`config.mk`:
```
export PLATFORM = sky130hd
export DESIGN_NAME = shared_reg_arbiter
export DESIGN_NICKNAME = d
export VERILOG_FILES = /design/src/rtl/shared_reg_arbiter_pkg.sv /design/src/rtl/shared_reg_arbiter_en_reg_w.sv /design/src/rtl/shared_reg_arbiter.sv
export SDC_FILE = /design/constraint.sdc
export NUM_CORES = 1
export LEC_CHECK = 0
export CAP_MARGIN = 20
export CORE_UTILIZATION = 25
export DETAILED_ROUTE_END_ITERATION = 10
export RECOVER_POWER = 25
export SYNTH_ARGS = -nofsm -noshare
export SYNTH_HDL_FRONTEND = slang
export SYNTH_SLANG_ARGS = --single-unit
export TNS_END_PERCENT = 20
```
`constraint.sdc`:
```
create_clock -name clk -period 4.65 [get_ports clk]
set_input_delay 1.1625 -clock clk [delete_from_list [all_inputs] [get_ports clk]]
set_output_delay 1.1625 -clock clk [all_outputs]
set_load 0.02 [all_outputs]
```
`src/rtl/shared_reg_arbiter_pkg.sv`:
```
// Shared constants for the round-robin shared-register arbiter.
// State encodings are plain localparams so the FSM reads as ordinary Verilog.
package shared_reg_arbiter_pkg;

  localparam logic [1:0] ST_IDLE  = 2'd0;
  localparam logic [1:0] ST_GRANT = 2'd1;
  localparam logic [1:0] ST_ACK   = 2'd2;

  localparam int N_DEFAULT = 4;
  localparam int W_DEFAULT = 8;

endpackage

```
`src/rtl/shared_reg_arbiter_en_reg_w.sv`:
```
// W-bit enabled register: clears on synchronous reset, loads d when en,
// otherwise holds its value.
module en_reg_w #(
  parameter int W = 8
) (
  input  logic         clk,
  input  logic         reset,
  input  logic         en,
  input  logic [W-1:0] d,
  output logic [W-1:0] q
);

  logic [W-1:0] q_q;
  logic [W-1:0] q_d;

  always_comb begin
    q_d = q_q;
    if (en) begin
      q_d = d;
    end
  end

  always_ff @(posedge clk) begin
    if (reset) begin
      q_q <= '0;
    end else begin
      q_q <= q_d;
    end
  end

  assign q = q_q;

endmodule

```
`src/rtl/shared_reg_arbiter.sv`:
```
// Round-robin arbiter sharing one W-bit register among N requesters.
// One write per accepted grant: IDLE -> GRANT (write) -> ACK -> IDLE.
//
// Handshake: a requester raises req[i] and holds req[i] and its wdata slice
// stable while gnt[i]=1; the write happens on the edge that ends GRANT only if
// req[i] is still high, and ack[i] then pulses for exactly one cycle.
module shared_reg_arbiter #(
  parameter int N = 4,
  parameter int W = 8
) (
  input  logic           clk,
  input  logic           reset,
  input  logic [N-1:0]   req,
  input  logic [N*W-1:0] wdata,
  output logic [N-1:0]   gnt,
  output logic [N-1:0]   ack,
  output logic [W-1:0]   q,
  output logic           busy
);

  import shared_reg_arbiter_pkg::*;

  localparam int PW = (N > 1) ? $clog2(N) : 1;

  logic [1:0]    state_q, state_d;
  logic [PW-1:0] ptr_q, ptr_d;
  logic [PW-1:0] win_q, win_d;
  logic [N-1:0]  gnt_q, gnt_d;
  logic [N-1:0]  ack_q, ack_d;
  logic          wr_en;
  logic [PW-1:0] pick;
  logic [W-1:0]  win_data;

  // First set request bit scanning ptr, ptr+1, ..., N-1, 0, ..., ptr-1.
  function automatic logic [PW-1:0] rr_pick(input logic [N-1:0] r,
                                            input logic [PW-1:0] p);
    logic          found;
    int            idx;
    logic [PW-1:0] res;
    found = 1'b0;
    res   = p;
    for (int o = 0; o < N; o++) begin
      idx = int'(p) + o;
      if (idx >= N) begin
        idx = idx - N;
      end
      if (!found && r[idx]) begin
        res   = PW'(idx);
        found = 1'b1;
      end
    end
    return res;
  endfunction

  // Explicit wrap keeps ptr inside 0..N-1 when N is not a power of two.
  function automatic logic [PW-1:0] ptr_after(input logic [PW-1:0] k);
    logic [PW-1:0] res;
    if (int'(k) == N - 1) begin
      res = '0;
    end else begin
      res = k + PW'(1);
    end
    return res;
  endfunction

  function automatic logic [N-1:0] onehot(input logic [PW-1:0] k);
    logic [N-1:0] res;
    res = '0;
    res[k] = 1'b1;
    return res;
  endfunction

  assign pick     = rr_pick(req, ptr_q);
  assign win_data = wdata[int'(win_q)*W +: W];

  always_ff @(posedge clk) begin
    if (reset) begin
      state_q <= ST_IDLE;
      ptr_q   <= '0;
      win_q   <= '0;
      gnt_q   <= '0;
      ack_q   <= '0;
    end else begin
      state_q <= state_d;
      ptr_q   <= ptr_d;
      win_q   <= win_d;
      gnt_q   <= gnt_d;
      ack_q   <= ack_d;
    end
  end

  always_comb begin
    state_d = state_q;
    case (state_q)
      ST_IDLE: begin
        if (|req) begin
          state_d = ST_GRANT;
        end
      end
      ST_GRANT: begin
        if (req[win_q]) begin
          state_d = ST_ACK;
        end else begin
          state_d = ST_IDLE;
        end
      end
      ST_ACK:  state_d = ST_IDLE;
      default: state_d = ST_IDLE;
    endcase
  end

  always_comb begin
    gnt_d = '0;
    ack_d = '0;
    wr_en = 1'b0;
    ptr_d = ptr_q;
    win_d = win_q;
    case (state_q)
      ST_IDLE: begin
        if (|req) begin
          win_d = pick;
          gnt_d = onehot(pick);
        end
      end
      ST_GRANT: begin
        // A withdrawn request aborts: no write, no ack, pointer unchanged.
        if (req[win_q]) begin
          wr_en = 1'b1;
          ack_d = onehot(win_q);
          ptr_d = ptr_after(win_q);
        end
      end
      default: begin
      end
    endcase
  end

  en_reg_w #(
    .W(W)
  ) u_reg (
    .clk  (clk),
    .reset(reset),
    .en   (wr_en),
    .d    (win_data),
    .q    (q)
  );

  assign gnt  = gnt_q;
  assign ack  = ack_q;
  assign busy = (state_q != ST_IDLE);

endmodule
```
==> impl_metrics.ini <==
[grt]
grt_antenna_before_repair = 0
grt_max_degree = 15
first_global_vias = 965
grt_pass1_wl_um = 3960
grt_util_all_layers = 0.116
grt_overflow_total = 0

[sta]
fin_ws_ns = 2.08
slew_violations = 0
rsz0062_at_grt = no
setup-tns-final_ns = 0
finalHoldViolCount = 0
whs_ns = 0.500
skew_ns = 0.000606
clock.fmax_mhz = 389
worst_pin_slew_ns = 0.749
fin_crit_sh = 0.552
fin_crit_ns = 2.57
maxSlewHeadroom = 0.500
final-setup-viol-count = 0

[worst_setup_path]
cp.required_ns = 4.79
critPathMaxFanout = 12
cp_slowest_cell = mux4_2
max_stage_delay_ns = 0.54
worstPathCellList = clkdlybuf4s50_1 > mux4_2 > nand3b_4 > mux2i_1 > nor2_1
worstPathArrival_ns = 2.70
crit_path_start_kind = input port
critical_path.endpoint_type = flop
critical_path_class = in2reg

[routing]
drtIter0Drc = 21
finalWirelength_um = 2710
vias_per_cell = 4.65
first_pass_iters = 4
wl_per_cell_um = 13.5
vias = 935
drc = 0
final_antenna_net_count = 0

[yosys]
synthFlopType = dfxtp_1
ys_types = 29
async_flop_share = 0
synth_area_leader_cell = dfxtp_1
synth_nets = 140
synthTopCellsByArea = dfxtp_1, mux4_2, mux2i_1
syn_avg_cell_area_um2 = 11.3
seq_area_frac_synth = 0.396
synth_top_area_share = 0.396
synth_edf_count = 0
synth-seq-cells = 22
yosysMostFrequentCell = dfxtp_1
synth_warnings = 0
syn_inst = 98
synthTopCellsByCount = dfxtp_1, nor2_1, mux2i_1
syn_area_mm2 = 0.00111

[finish]
area_growth_pct = 57.1
drive_gt1_frac = 0.113
final_cell_count_no_fill = 201
fillers = 413
fin_nets = 194
finish.utilization = 0.421
n_antenna_cell = 0
design_area_mm2 = 0.00175

[clock_tree]
htree_num_levels = 1
postCtsSetupRepairBufs = 0
clock_path_buffers = 2
clk_pin_slew_worst_paths_ns = 0.08
numCtsBuffers = 3
clock-sinks = 22
ctsHoldBuffers = 0
ctsResizeCount = 0
cts_root_buf = clkbuf_8
clkLatencyLatePin_ns = 0.26
cts_tree = built

[place]
io_buffers = 54
placedInstanceArea_mm2 = 0.00167
dpl.cell_count = 197
globalplace.congestion = 0.742
dp_slack_ns = 1.81
dp_hpwl_um = 2150

[power]
report.power.total_mw = 0.522
power_switching_mw = 0.126
p_seq_frac = 0.416
combPwrFrac = 0.251
p_int_mw = 0.396
powerDensity_mw_per_mm2 = 299
vdd.ir_drop.worst_uv = 292
p_leak_nw = 0.736
swShare = 0.242
clock_power_share = 0.333

[outcome]
status = complete, no violations

[floorplanning]
coreArea_mm2 = 0.00414
die_area_mm2 = 0.00471
num_rows = 23
fp.dieW_um = 68.7
start_util = 0.268
io_pins = 55
die_h_um = 68.7

[run]
max_cap_violations = 0

[hold_path]
hp-class = reg2reg
flip-flops by register name, indices dropped and copies added (netlist names):
register	count
ack	4
gnt	4
ptr_q	2
state_q	2
u_reg.q	8
win_q	2
worst max-delay path, delay by kind of cell:
kind | cells | cell delay, ns
muxes | 2 | 0.78
buffers and inverters | 1 | 0.51
and+or+nand+nor | 2 | 0.26
power groups by stage:
stage | logic [mW] | clock network [mW] | registers (mW)
6_report | 0.131 | 0.174 | 0.217
5_1_grt | 0.142 | 0.189 | 0.220
4_1_cts | 0.134 | 0.180 | 0.218
3_5_place_dp | 0.133 | 0 | 0.223
3_3_place_gp | 0.132 | 0 | 0.223
2_1_floorplan | 0.0733 | 0 | 0.223
routing by layer:
metal | vias up | wire, µm | global-route usage
li1 | 456 | - | -
met1 | 430 | 1010 | 0.111
met2 | 47 | 1280 | 0.224
met3 | 2 | 405 | 0.0526
met4 | 0 | 13 | 0.0234
met5 | - | 0 | 0
worst paths after layout:
check	start	to	slack, ns	depth (start not counted)
setup / recovery	req[3]	u_reg.q[7]$_SDFFE_PP0P_	2.08	5
hold / removal	u_reg.q[2]$_SDFFE_PP0P_	u_reg.q[2]$_SDFFE_PP0P_	0.50	2
setup reg to reg	win_q[0]$_SDFFE_PP0P_	u_reg.q[7]$_SDFFE_PP0P_	2.60	4
hold reg to reg	u_reg.q[2]$_SDFFE_PP0P_	u_reg.q[2]$_SDFFE_PP0P_	0.50	2
area by class of cell:
class	count	area, µm²	share of cell area
clock buffers	3	41.3	0.0237
clock inverters	1	30.0	0.0172
inverters	4	15.0	0.00860
multi-input cells	67	616	0.353
flip-flops and latches	22	440	0.252
well taps	50	62.6	0.0358
repair buffers	54	541	0.310
placed cells by master, fill, tap and decap left out, types with 4 or more instances in the layout:
cell type,count
clkdlybuf4s50_1,45
dfxtp_1,22
nor2_1,12
mux2i_1,9
dlygate4sd3_1,9
mux4_2,8
inv_1,4
a21oi_1,4
and2_1,4
ha_1,4
kinds of logic after synthesis:
family	count (synthesis)	share of synthesized area
buf+inv	9	0.0495
compound gates	13	0.0709
fa+ha+maj	4	0.0450
simple gates	32	0.171
mux	18	0.267
flops	22	0.396
Power figures use the tool's default switching activity.
==> RTL change: new RTL, same settings <==
Make the reset (`reset`) asynchronous in 2 clocked blocks. Comments in the files are not updated.
--- a/src/rtl/shared_reg_arbiter_en_reg_w.sv
+++ b/src/rtl/shared_reg_arbiter_en_reg_w.sv
@@ -20,7 +20,7 @@
     end
   end
 
-  always_ff @(posedge clk) begin
+  always_ff @(posedge clk or posedge reset) begin
     if (reset) begin
       q_q <= '0;
     end else begin
--- a/src/rtl/shared_reg_arbiter.sv
+++ b/src/rtl/shared_reg_arbiter.sv
@@ -73,7 +73,7 @@
   assign pick     = rr_pick(req, ptr_q);
   assign win_data = wdata[int'(win_q)*W +: W];
 
-  always_ff @(posedge clk) begin
+  always_ff @(posedge clk or posedge reset) begin
     if (reset) begin
       state_q <= ST_IDLE;
       ptr_q   <= '0;
Behaviour: differs if reset is asserted again (counterexample within 4 cycles, from zero or initial values and one cycle with reset high); with reset held inactive, the same outputs for 10 cycles.
==> RTL change against the original RTL <==
  * Non-clock buffer count stayed put
  * Final cell count is 1.5% lower
  * Synthesized area is 9.0% higher
  * Design area is 5.4% higher
  * Global-route usage is 0.24 points higher
  * Sequential cell count stayed put
  * Hold slack better by 0.018 ns
  * Fmax is 2.2% lower
  * Setup slack worse by 0.057 ns
  * Count of clock-buffer cells in the layout is 1 higher
  * Wire length is 2.2% higher
Power is not compared: it rests on default switching activity, and its combinational part moved more than twofold at a synthesized area within 25%.
==> RTL change: results (changes against the original RTL) <==
Status
  • Status: completed (unchanged)

Layout
  • Multi-input gate count: 55 (was 67)
  • Buffering overhead: 0.294 (was 0.310)
  • FFs & Latches: 22 (unchanged)
  • Clock buffer count: 4 (was 3)
  • Share of layout cells above drive strength 1: 0.171 (was 0.113)
  • Fillers: 417 (was 413)
  • Multi-input gate area: 588 um2 (was 616 um2)
  • Clock network area share: 0.0299 (was 0.0409)
  • Inverters: 11 (was 4)

STA
  • Worst-Margin Slew: 0.790 ns (was 0.749 ns)
  • Final setup skew: 0.00530 ns (was 0.000606 ns)

Synth
  • Seq/Total Area, Yosys: 0.455 (was 0.396)
  • Post-synthesis adder-cell area fraction: 0.0413 (was 0.0450)
  • Ys async rst share: 1.00 (was 0)
  • Post-synthesis net count: 134 (was 140)
  • Post-synthesis compound-gate area fraction: 0.0558 (was 0.0709)
  • Top post-synthesis cells by count: 22 x dfrtp_1, 10 x inv_1, 8 x mux4_2 (was 22 x dfxtp_1, 12 x nor2_1, 9 x mux2i_1)
  • Top cells by area, synth: dfrtp_1 45%, mux4_2 15%, mux2_4 7.4%, ha_1 4.1%, mux2_2 3.7% (was dfxtp_1 40%, mux4_2 16%, mux2i_1 8.1%, ha_1 4.5%, nor2_1 4.1%)

Global route
  • Number of global-route vias before repair: 1,002 (was 965)
  • GR Util met3: 0.0225 (was 0.0526)
  • Met2 usage: 0.193 (was 0.224)
  • M1 GR Usage: 0.139 (was 0.111)
  • Pin count of the biggest net entering global routing: 23 (was 15)

Critical path
  • Reg-to-Reg Start: win_q[0] (unchanged)
  • Crit path arrival time: 1.46 ns (was 2.70 ns)
  • CP max-delay cell: clkdlybuf4s50_1 (was mux4_2)
  • Worst reg-to-reg setup slack: 2.68 ns (was 2.60 ns)
  • Crit path max-delay family: buffers and inverters (was multiplexers)
  • Worst-path maximum fanout: 2 (was 12)
  • Worst R2R End: ptr_q[0] (was u_reg.q[7])

Drt
  • Total number of vias: 918 (was 935)
  • WL final: 2770 um (was 2710 um)
  • Post-Route M1 WL: 1110 um (was 1010 um)

Placed design
  • Placed cell areas: 1790 um2 (was 1670 um2)
  • Post-detail-place hpwl: 2270 um (was 2150 um)
  • Pre-CTS setup slack: 1.75 ns (was 1.81 ns)

Floorplan
  • Num rows: 24 (was 23)

Min path
  • WHS Endpoint: u_reg.q[3] (was u_reg.q[2])
  • Worst hold path stage count: 1 (was 2)
RTL change: cell types whose count changed after synthesis, moves of 5 or more:
cell,delta
inv_1,+6
dfxtp_1,-22
dfrtp_1,+22
mux2i_1,-7
nor2_1,-5
mux2_4,+6
RTL change: stage by stage:
stage	util	std cells
after floorplan	-	92
after global placement	0.396	194
after detailed placement	0.396	194
after CTS	0.409	198
after global routing	0.409	198
final	0.409	198
RTL change: power breakdown:
group | total [mW] | leakage, nW | internal [mW] | switching (mW)
combinational | 0.570 | 0.491 | 0.336 | 0.235
clock | 0.132 | 0.0288 | 0.0753 | 0.0564
sequential | 0.373 | 0.276 | 0.274 | 0.0988
RTL change: worst max-delay path by stage:
stage                    end        from  slack, ns
finish                  busy  state_q[0]       2.02
global route        ptr_q[1]      req[1]       1.97
CTS                     busy  state_q[0]       2.01
detailed placement  ptr_q[1]      req[1]       1.75
global placement    ptr_q[1]      req[1]       1.84
floorplan           win_q[1]      req[1]       2.42
